--- src/rtl/mips_datapath_pkg.sv ---
// Shared encodings for the TinyMIPS multicycle datapath: ALU operations and
// the select codes of the ALU B-operand and next-PC multiplexers.
package mips_datapath_pkg;

  // ALU operation codes; codes not listed produce a zero result
  localparam logic [2:0] ALU_AND = 3'b000;
  localparam logic [2:0] ALU_OR  = 3'b001;
  localparam logic [2:0] ALU_ADD = 3'b010;
  localparam logic [2:0] ALU_SUB = 3'b110;
  localparam logic [2:0] ALU_SLT = 3'b111;

  // ALU B-operand select
  localparam logic [1:0] SRCB_B     = 2'b00;
  localparam logic [1:0] SRCB_ONE   = 2'b01;
  localparam logic [1:0] SRCB_IMM   = 2'b10;
  localparam logic [1:0] SRCB_IMMSH = 2'b11;

  // Next-PC select
  localparam logic [1:0] PCSRC_ALU    = 2'b00;
  localparam logic [1:0] PCSRC_ALUOUT = 2'b01;
  localparam logic [1:0] PCSRC_JUMP   = 2'b10;
  localparam logic [1:0] PCSRC_ZERO   = 2'b11;

endpackage

--- src/rtl/mips_regfile.sv ---
// Register file: two combinational read ports, one synchronous write port.
// Register 0 is hard-wired to zero; its storage is never written.
module mips_regfile #(
  parameter int WIDTH   = 8,
  parameter int REGBITS = 3
) (
  input  logic               clk,
  input  logic               regwrite,
  input  logic [REGBITS-1:0] ra1,
  input  logic [REGBITS-1:0] ra2,
  input  logic [REGBITS-1:0] wa,
  input  logic [WIDTH-1:0]   wd,
  output logic [WIDTH-1:0]   rd1,
  output logic [WIDTH-1:0]   rd2
);

  logic [WIDTH-1:0] mem_r [0:(2**REGBITS)-1];

  // Synchronous write; writes addressed to register 0 are dropped
  always_ff @(posedge clk) begin
    if (regwrite && (wa != {REGBITS{1'b0}})) begin
      mem_r[wa] <= wd;
    end
  end

  // Reads see the pre-edge contents, so a same-cycle write returns the old value
  assign rd1 = (ra1 == {REGBITS{1'b0}}) ? {WIDTH{1'b0}} : mem_r[ra1];
  assign rd2 = (ra2 == {REGBITS{1'b0}}) ? {WIDTH{1'b0}} : mem_r[ra2];

endmodule

--- src/rtl/mips_datapath.sv ---
// TinyMIPS multicycle datapath. All sequencing comes from an external
// controller; this block only holds state, muxes operands and runs the ALU.
module mips_datapath
  import mips_datapath_pkg::*;
#(
  parameter int WIDTH   = 8,
  parameter int REGBITS = 3
) (
  input  logic             clk,
  input  logic             reset,
  input  logic             const_gnd,
  input  logic [WIDTH-1:0] memdata,
  input  logic             alusrca,
  input  logic [1:0]       alusrcb,
  input  logic             iord,
  input  logic [3:0]       irwrite,
  input  logic             memtoreg,
  input  logic             pcen,
  input  logic             regdst,
  input  logic             regwrite,
  input  logic [1:0]       pcsource,
  input  logic [2:0]       alucont,
  output logic             zero,
  output logic [31:0]      instr,
  output logic [WIDTH-1:0] adr,
  output logic [WIDTH-1:0] writedata
);

  localparam logic [WIDTH-1:0] ONE_W = {{(WIDTH-1){1'b0}}, 1'b1};

  logic [WIDTH-1:0]   pc_r, mdr_r, a_r, b_r, aluout_r;
  logic [31:0]        instr_r;
  logic [WIDTH-1:0]   rd1_s, rd2_s, wd_s;
  logic [REGBITS-1:0] wa_s;
  logic [WIDTH-1:0]   srca_s, srcb_s, diff_s, alu_s, nextpc_s;
  logic [WIDTH-1:0]   zero_w_s;

  // Zero word built from the board's ground pin
  assign zero_w_s = {WIDTH{const_gnd}};

  // Register file: rs/rt read, rt or rd write, ALUOut or MDR write data
  assign wa_s = regdst ? instr_r[11+REGBITS-1:11] : instr_r[16+REGBITS-1:16];
  assign wd_s = memtoreg ? mdr_r : aluout_r;

  mips_regfile #(.WIDTH(WIDTH), .REGBITS(REGBITS)) u_rf (
    .clk      (clk),
    .regwrite (regwrite),
    .ra1      (instr_r[21+REGBITS-1:21]),
    .ra2      (instr_r[16+REGBITS-1:16]),
    .wa       (wa_s),
    .wd       (wd_s),
    .rd1      (rd1_s),
    .rd2      (rd2_s)
  );

  // ALU operand selection
  always_comb begin
    srca_s = alusrca ? a_r : pc_r;
    srcb_s = b_r;
    case (alusrcb)
      SRCB_B:     srcb_s = b_r;
      SRCB_ONE:   srcb_s = ONE_W;
      SRCB_IMM:   srcb_s = instr_r[WIDTH-1:0];
      SRCB_IMMSH: srcb_s = {instr_r[WIDTH-3:0], const_gnd, const_gnd};
      default:    srcb_s = b_r;
    endcase
  end

  // ALU: wrap-around arithmetic, SLT taken from the sign of a-b
  always_comb begin
    diff_s = srca_s - srcb_s;
    alu_s  = {WIDTH{1'b0}};
    case (alucont)
      ALU_AND: alu_s = srca_s & srcb_s;
      ALU_OR:  alu_s = srca_s | srcb_s;
      ALU_ADD: alu_s = srca_s + srcb_s;
      ALU_SUB: alu_s = diff_s;
      ALU_SLT: alu_s = diff_s[WIDTH-1] ? ONE_W : {WIDTH{1'b0}};
      default: alu_s = {WIDTH{1'b0}};
    endcase
  end

  // Next-PC selection
  always_comb begin
    nextpc_s = alu_s;
    case (pcsource)
      PCSRC_ALU:    nextpc_s = alu_s;
      PCSRC_ALUOUT: nextpc_s = aluout_r;
      PCSRC_JUMP:   nextpc_s = {instr_r[WIDTH-3:0], const_gnd, const_gnd};
      PCSRC_ZERO:   nextpc_s = zero_w_s;
      default:      nextpc_s = alu_s;
    endcase
  end

  // Program counter, loaded only when the controller enables it
  always_ff @(posedge clk) begin
    if (!reset) begin
      pc_r <= {WIDTH{1'b0}};
    end else if (pcen) begin
      pc_r <= nextpc_s;
    end
  end

  // Instruction register: each byte lane captures memdata on its own enable
  always_ff @(posedge clk) begin
    if (!reset) begin
      instr_r <= 32'h0000_0000;
    end else begin
      if (irwrite[0]) instr_r[31:24] <= memdata;
      if (irwrite[1]) instr_r[23:16] <= memdata;
      if (irwrite[2]) instr_r[15:8]  <= memdata;
      if (irwrite[3]) instr_r[7:0]   <= memdata;
    end
  end

  // Free-running pipeline registers: MDR, A, B and ALUOut load every cycle
  always_ff @(posedge clk) begin
    if (!reset) begin
      mdr_r    <= {WIDTH{1'b0}};
      a_r      <= {WIDTH{1'b0}};
      b_r      <= {WIDTH{1'b0}};
      aluout_r <= {WIDTH{1'b0}};
    end else begin
      mdr_r    <= memdata;
      a_r      <= rd1_s;
      b_r      <= rd2_s;
      aluout_r <= alu_s;
    end
  end

  assign zero      = (alu_s == {WIDTH{1'b0}});
  assign instr     = instr_r;
  assign adr       = iord ? aluout_r : pc_r;
  assign writedata = b_r;

endmodule

--- config.mk ---
export PLATFORM = sky130hd
export DESIGN_NAME = mips_datapath
export DESIGN_NICKNAME = d
export VERILOG_FILES = /design/src/rtl/mips_datapath_pkg.sv /design/src/rtl/mips_regfile.sv /design/src/rtl/mips_datapath.sv
export SDC_FILE = /design/constraint.sdc
export NUM_CORES = 1
export LEC_CHECK = 0
export BUFFER_PORTS_ARGS = -buffer_cell sky130_fd_sc_hd__buf_2
export CAP_MARGIN = 20
export CORE_UTILIZATION = 48
export CTS_CLUSTER_SIZE = 8
export DETAILED_ROUTE_END_ITERATION = 12
export HOLD_SLACK_MARGIN = 0.06
export PLACE_DENSITY = 0.74
export SLEW_MARGIN = 30
export SYNTH_ARGS = -nofsm -noshare
export SYNTH_HDL_FRONTEND = slang
export SYNTH_SLANG_ARGS = --single-unit
--- constraint.sdc ---
create_clock -name clk -period 6.06 [get_ports clk]
set_input_delay 1.212 -clock clk [delete_from_list [all_inputs] [get_ports clk]]
set_output_delay 1.212 -clock clk [all_outputs]
set_load 0.01 [all_outputs]
==> results.md, run 1 <==
- Status: finished, violations left
- Failing checks: design-rule violations
- Post-synth top flop: dfxtp_1
- Period utilization: between 90% and 100%
- Min Clock Period, post-route: 5.71 ns
- GPL Wtd Cong: roughly 0.89
- Yosys reg bits: 136
- CP max stage delay: ~0.49 ns
- RSZ-0062 raised after global routing: false
- Average size of a mapped cell: 11.6 µm²
- DP Wirelength: 13.7 mm
- Root buf cell: clkbuf_16
- Final Core Density: between 50% and 60%
- Crit path DAT: roughly 4.5 ns
- Hold Crit Endpoint: pc_r[6]
- Worst-path clk slew: 0.05 ns
- Worst Tran Pin Value: ~0.98 ns
- Routed Wire Length: between 15 and 20 mm
- Overall die width: 125 µm
- DR vias/cell: 5.97
- Fmax: between 150 and 200 MHz
- Worst vdd ir: roughly 0.24 mV
- Share of post-route cells with drive strength above 1: 23.7%
- Cells after Synth: 624
- Met2 WL: 9.17 mm
- Setup TNS: 0 ns
- Reg2reg setup slack: ~3.0 ns
- Startpoint of the worst-slack reg-to-reg timing path: instr[3]
- Drt first pass iters: 9
- H-tree depth: 4
- Critical-path cell list: buf_2 -> mux2_2 -> o22a_1 -> ha_1 -> fa_1 -> or2_0 -> a221oi_1 -> mux2i_1 -> a211oi_2 -> nand2_1 -> nor4_1 -> buf_2
- CP Class: primary input to output port
- Vias: ~5.3k
- Async SR Flop Fraction: 0%
- Most common cell after layout, fill and taps aside: buf_2
- Area Overhead vs Synth: 15.2%
- Nets: ~750
- Vias in the first global route: 5,280
- Total die area: around 0.016 mm²
- Metal-1 WL: between 7 and 8 mm
- Ant diodes: 0
- Hold_buf cts: 0
- First-pass GRT wire length: about 30 mm
- CTS max path bufs: 2
- R2R Path End: pc_r[7]
- Final Hold Fails: 0
- CP Launch Type: primary input
- Layout Skew: 0.0184 ns
- # rows: 44
- Synthesis warning total: 0
- CP max FO: 10
- Yosys top cell by area: edfxtp_1
- Post-route DRC: 4
- Initial antenna violation count: 0
- Iter 0 DRT Violations: 471
- Leakage: 0.00339 µW
- Number of synthesized flops with an enable pin: 64
- Share of the synthesized area in the top cell type: 26.5%
- # resized after CTS: 0
- # Post-CTS Setup Buffers: 0
- CTS tree: built
- TritonCTS buffer count: 17
- Wire length on met3: roughly 1.3 mm
- Overall global routing resource usage: between 20% and 30%
- Post-synthesis sequential area ratio: ~46%
- Setup crit start: alusrcb[1]
- Top layer reached by signal wires: met4
- Mapped cell area: ~0.0073 mm²
- Routed WL per cell: 21.4 µm
- Fin area: roughly 0.0084 mm²
- Family with the most delay on the worst path: compound AO/OA/AOI/OAI gates
- Sinks on Clock Net: 136
- Pins Over Slew Limit: 0
- WHS Path Cells: 1
- Core area: 0.0146 mm²
- Input/output buffers: 76
- Worst hold path type: flop to flop
- Antenna-violating nets left: 0
- PwrDens: between 200 and 300 mW/mm²
- Ports: slightly below 80
- Placed Instance Area: about 0.0077 mm²
- CP required: 4.85 ns
- Chip height: 125 µm
- Final setup viols: 0
- CP dominant cell by count: buf_2
- Global route overflow: 0
- R2R depth: 10
- Synth area leaders: edfxtp_1 (26%), dfxtp_1 (20%), mux4_2 (9.9%)
- Max-cap violations: 0
- Largest net degree at the start of global routing: between 50 and 60
- Worst Setup End Kind: output port
- Most frequent cells in the layout: buf_2 (76), dfxtp_1 (72), mux2i_1 (70), edfxtp_1 (64), nor2b_1 (49)
- Starting density of the core: 49.6%
- Unique masters post-synth: 64
- Hold_sp: pc_r[6]
- Worst-Skew Late Latency: about 0.43 ns
- Slowest-stage cell, CP: nor4_1
- CP bufs+invs: 2
- Rel. slew slack: 33.8%
## worst reg2reg max path, stage by stage, from the launching register on
cell     delay [ns]
dfxtp_1        0.43
mux2i_1        0.10
o21ai_0        0.52
inv_1          0.15
ha_1           0.31
nor2b_1        0.18
or2_1          0.26
or4_1          0.47
and3_1         0.22
and2_4         0.19
a21oi_2        0.11
## flip-flops by register name, indices dropped and copies added, names as in the netlist
register	flops
instr	32
writedata	8
a_r	8
u_rf.mem_r	64
aluout_r	8
pc_r	8
mdr_r	8
## cell families after synthesis
logic type / share of synthesized area (%)
other cells: 0.0517
fa+ha+maj: 5.21
compound gates: 8.62
xor+xnor: 0.241
simple gates: 13.6
mux: 22.2
buf+inv: 3.71
flops: 46.3
## where the power goes
part           internal [µW]  leakage, µW  switching (µW)
logic                    155      0.00191             211
registers               1010      0.00119            34.9
clock network            634     0.000294             391
## cells in the mapped netlist (all sizes together), types with 6 or more instances
| master | instances |
|---|---|
| a21oi | 13 |
| mux4 | 32 |
| nand2b | 9 |
| nor2 | 40 |
| dfxtp | 72 |
| inv | 26 |
| nor2b | 50 |
| ha | 27 |
| mux2 | 17 |
| edfxtp | 64 |
| mux2i | 70 |
| a31oi | 7 |
| nand2 | 22 |
| o21ai | 32 |
| buf | 15 |
| a21o | 7 |
| a211oi | 6 |
| and2 | 15 |
| clkbuf | 23 |
## worst max path at each step
| stage | endpoint | depth (start not counted) |
|---|---|---|
| after global routing | zero | 12 |
| after floorplan | zero | 11 |
| final | zero | 12 |
| after global placement | zero | 12 |
| after detailed placement | zero | 12 |
| after CTS | zero | 12 |
## final cells by class
cell class | instances | area (µm²)
inverter | 26 | 97.6
sequential | 136 | 3360
timing repair buffer | 79 | 403
multi-input combinational | 431 | 3660
tap | 184 | 230
clock inverter | 7 | 52.6
fill | 1206 | 6290
clock buffer | 25 | 551
## through the flow
step	hold slack, ns	setup WS (ns)	total power, µW	cells
2_1_floorplan	0.444	0.648	1300	631
3_3_place_gp	0.471	0.486	1410	856
3_5_place_dp	0.470	0.422	1420	856
4_1_cts	0.483	0.394	2440	888
5_1_grt	0.502	0.215	2520	888
6_report	0.485	0.345	2430	888
## routing by layer
layer / vias to the layer above / GRT usage (%)
met3: 38 / 5.26
met5: - / 0
met4: 0 / 11.6
met2: 248 / 41.4
met1: 2607 / 32.4
li1: 2409 / -
Power figures use the tool's default switching activity.
==> inputs of run 2 (changes only) <==
==> constraint.sdc (replaced) <==
create_clock -name clk -period 5.5 [get_ports clk]
set_input_delay 1.1 -clock clk [delete_from_list [all_inputs] [get_ports clk]]
set_output_delay 1.1 -clock clk [all_outputs]
set_load 0.01 [all_outputs]
==> run 2 against run 1 <==
Against the previous run: cell area is 1.1% higher; sequential share of layout area is 0.42 points lower; wire length is 1.4% higher; highest routed layer unchanged; setup slack worse by 0.078 ns; register-to-register slack worse by 0.68 ns; via count is 0.58% lower; largest power group is now clock; non-clock buffer count is 5 higher; combinational power is 12% higher; the run still ends with design-rule violations left; core utilization is 0.62 points higher; sequential power is 11% higher; clock power is 22% higher.
==> results.md, run 2 (same netlist as run 1, synthesis figures left out) <==
- Tot Pwr: about 2800 µW
- Startpoint of the worst-slack reg-to-reg timing path: instr[5]
- CTS max path bufs: 2
- CP Class: primary input to output port
- Initial antenna violation count: 0
- Setup TNS: 0 ns
- Worst-Skew Late Latency: roughly 0.41 ns
- Area Overhead vs Synth: 16.4%
- First-pass GRT wire length: 30.4 mm
- Largest net degree at the start of global routing: 56
- Worst Tran Pin Value: ~0.96 ns
- Starting density of the core: about 50%
- Nets: approximately 750
- Vias: about 5.3k
- Input/output buffers: 76
- GPL Wtd Cong: approximately 0.90
- Antenna-violating nets left: 0
- Crit path DAT: 4.13 ns
- # rows: between 40 and 50
- Vias in the first global route: between 5k and 6k
- Worst vdd ir: about 0.20 mV
- Max FFs per register: 64
- Iter 0 DRT Violations: approximately 500
- Root buf cell: clkbuf_16
- Overall global routing resource usage: about a quarter
- Min Clock Period, post-route: 5.23 ns
- Final Core Density: about 58%
- Chip height: between 100 and 150 µm
- Post-route DRC: 4
- CP Launch Type: primary input
- Global route overflow: 0
- Busiest grt layer: met2
- Ports: just under 80
- Period utilization: between 90 and 100%
- Setup crit start: alusrcb[1]
- Worst hold path type: flop to flop
- TritonCTS buffer count: 17
- Final Hold Fails: 0
- Global-route met2 utilization: between 40% and 50%
- Biggest register: u_rf.mem_r
- Sinks on Clock Net: around 140
- Status: finished, violations left
- Met3 Use GR: 4.92%
- Routed WL per cell: between 20 and 25 µm
- H-tree depth: 4
- CP required: 4.40 ns
- Drt first pass iters: 9
- CP max FO: 4
- Final setup viols: 0
- Leakage: between 0.003 and 0.004 µW
- Pins Over Slew Limit: 0
- Rel. slew slack: 36.1%
- Routed Wire Length: between 15 and 20 mm
- DP Wirelength: 13.7 mm
- Most frequent cells in the layout: buf_2 (76), dfxtp_1 (71), mux2i_1 (70), edfxtp_1 (64), nor2b_1 (49)
- CTS tree: built
- Fmax: 191 MHz
- Failing checks: design-rule violations
- Layout Skew: ~0.011 ns
- Hold_buf cts: 0
- DR vias/cell: approximately 5.9
- Met1 Usage GRT: 34.1%
- Ant diodes: 0
- PwrDens: ~330 mW/mm²
- Worst-path clk slew: about 0.05 ns
- Worst Setup End Kind: output port
- Most common cell after layout, fill and taps aside: buf_2
- RSZ-0062 raised after global routing: false
- Hold_sp: pc_r[6]
- Core area: between 0.01 and 0.015 mm²
- Overall die width: approximately 120 µm
- Total die area: approximately 0.016 mm²
- Max-cap violations: 0
- Share of post-route cells with drive strength above 1: 24.7%
-- run 2: cell types whose count changed in the layout (fill, tap and decap cells not counted), sizes merged --
cell      previous run  this run
buf                 79        84
bufinv               0         5
clkbuf              25        17
clkinv               5         3
clkinvlp             1         4
inv                 27        29
-- run 2: critical path, stage by stage --
cell and delay (ns):
buf_2 0.10, mux2_2 0.33, o22a_1 0.26, ha_1 0.25, fa_1 0.46, or2_0 0.22, a221oi_1 0.34, mux2i_1 0.14
a211oi_2 0.29, nand2_1 0.12, nor4_2 0.34, buf_2 0.19
-- run 2: worst paths after layout --
check / endpoint / slack [ns] / cells past startpoint
min: pc_r[6] / 0.50 / 1
max: zero / 0.27 / 12
min reg2reg: pc_r[6] / 0.50 / 1
max reg2reg: pc_r[5] / 2.36 / 10
-- run 2: where the power goes --
group	internal, µW	switching (µW)
sequential	1110	39.5
clock	807	436
combinational	176	233
-- run 2: timing repair --
action                                  in CTS  in global routing
endpoints found under the hold margin        0                  0
resized for setup                            0                  1
setup buffers                                0                  0
endpoints found under the setup margin       0                  1
-- run 2: metrics by stage --
| stage | cells | hold slack [ns] | setup slack [ns] | cell area (µm²) |
|---|---|---|---|---|
| floorplan | 631 | 0.444 | 0.312 | 7280 |
| global placement | 861 | 0.469 | 0.291 | 7780 |
| detailed placement | 861 | 0.470 | 0.229 | 7790 |
| CTS | 893 | 0.499 | 0.229 | 8440 |
| global route | 893 | 0.525 | 0.0525 | 8450 |
| finish | 893 | 0.503 | 0.267 | 8450 |
-- run 2: cell type report --
type	instances	area, µm²
clock buffers	17	425
clock inverters	15	224
fillers	1194	6190
inverters	26	97.6
multi-input cells	431	3670
flip-flops and latches	136	3360
well taps	184	230
repair buffers	84	440
-- run 2: per-layer routing --
layer  wire length [µm]  part of all wire (%)
met5                  0                     0
met4                440                   2.3
met3               1210                   6.3
met2               9400                    49
met1               8240                    43
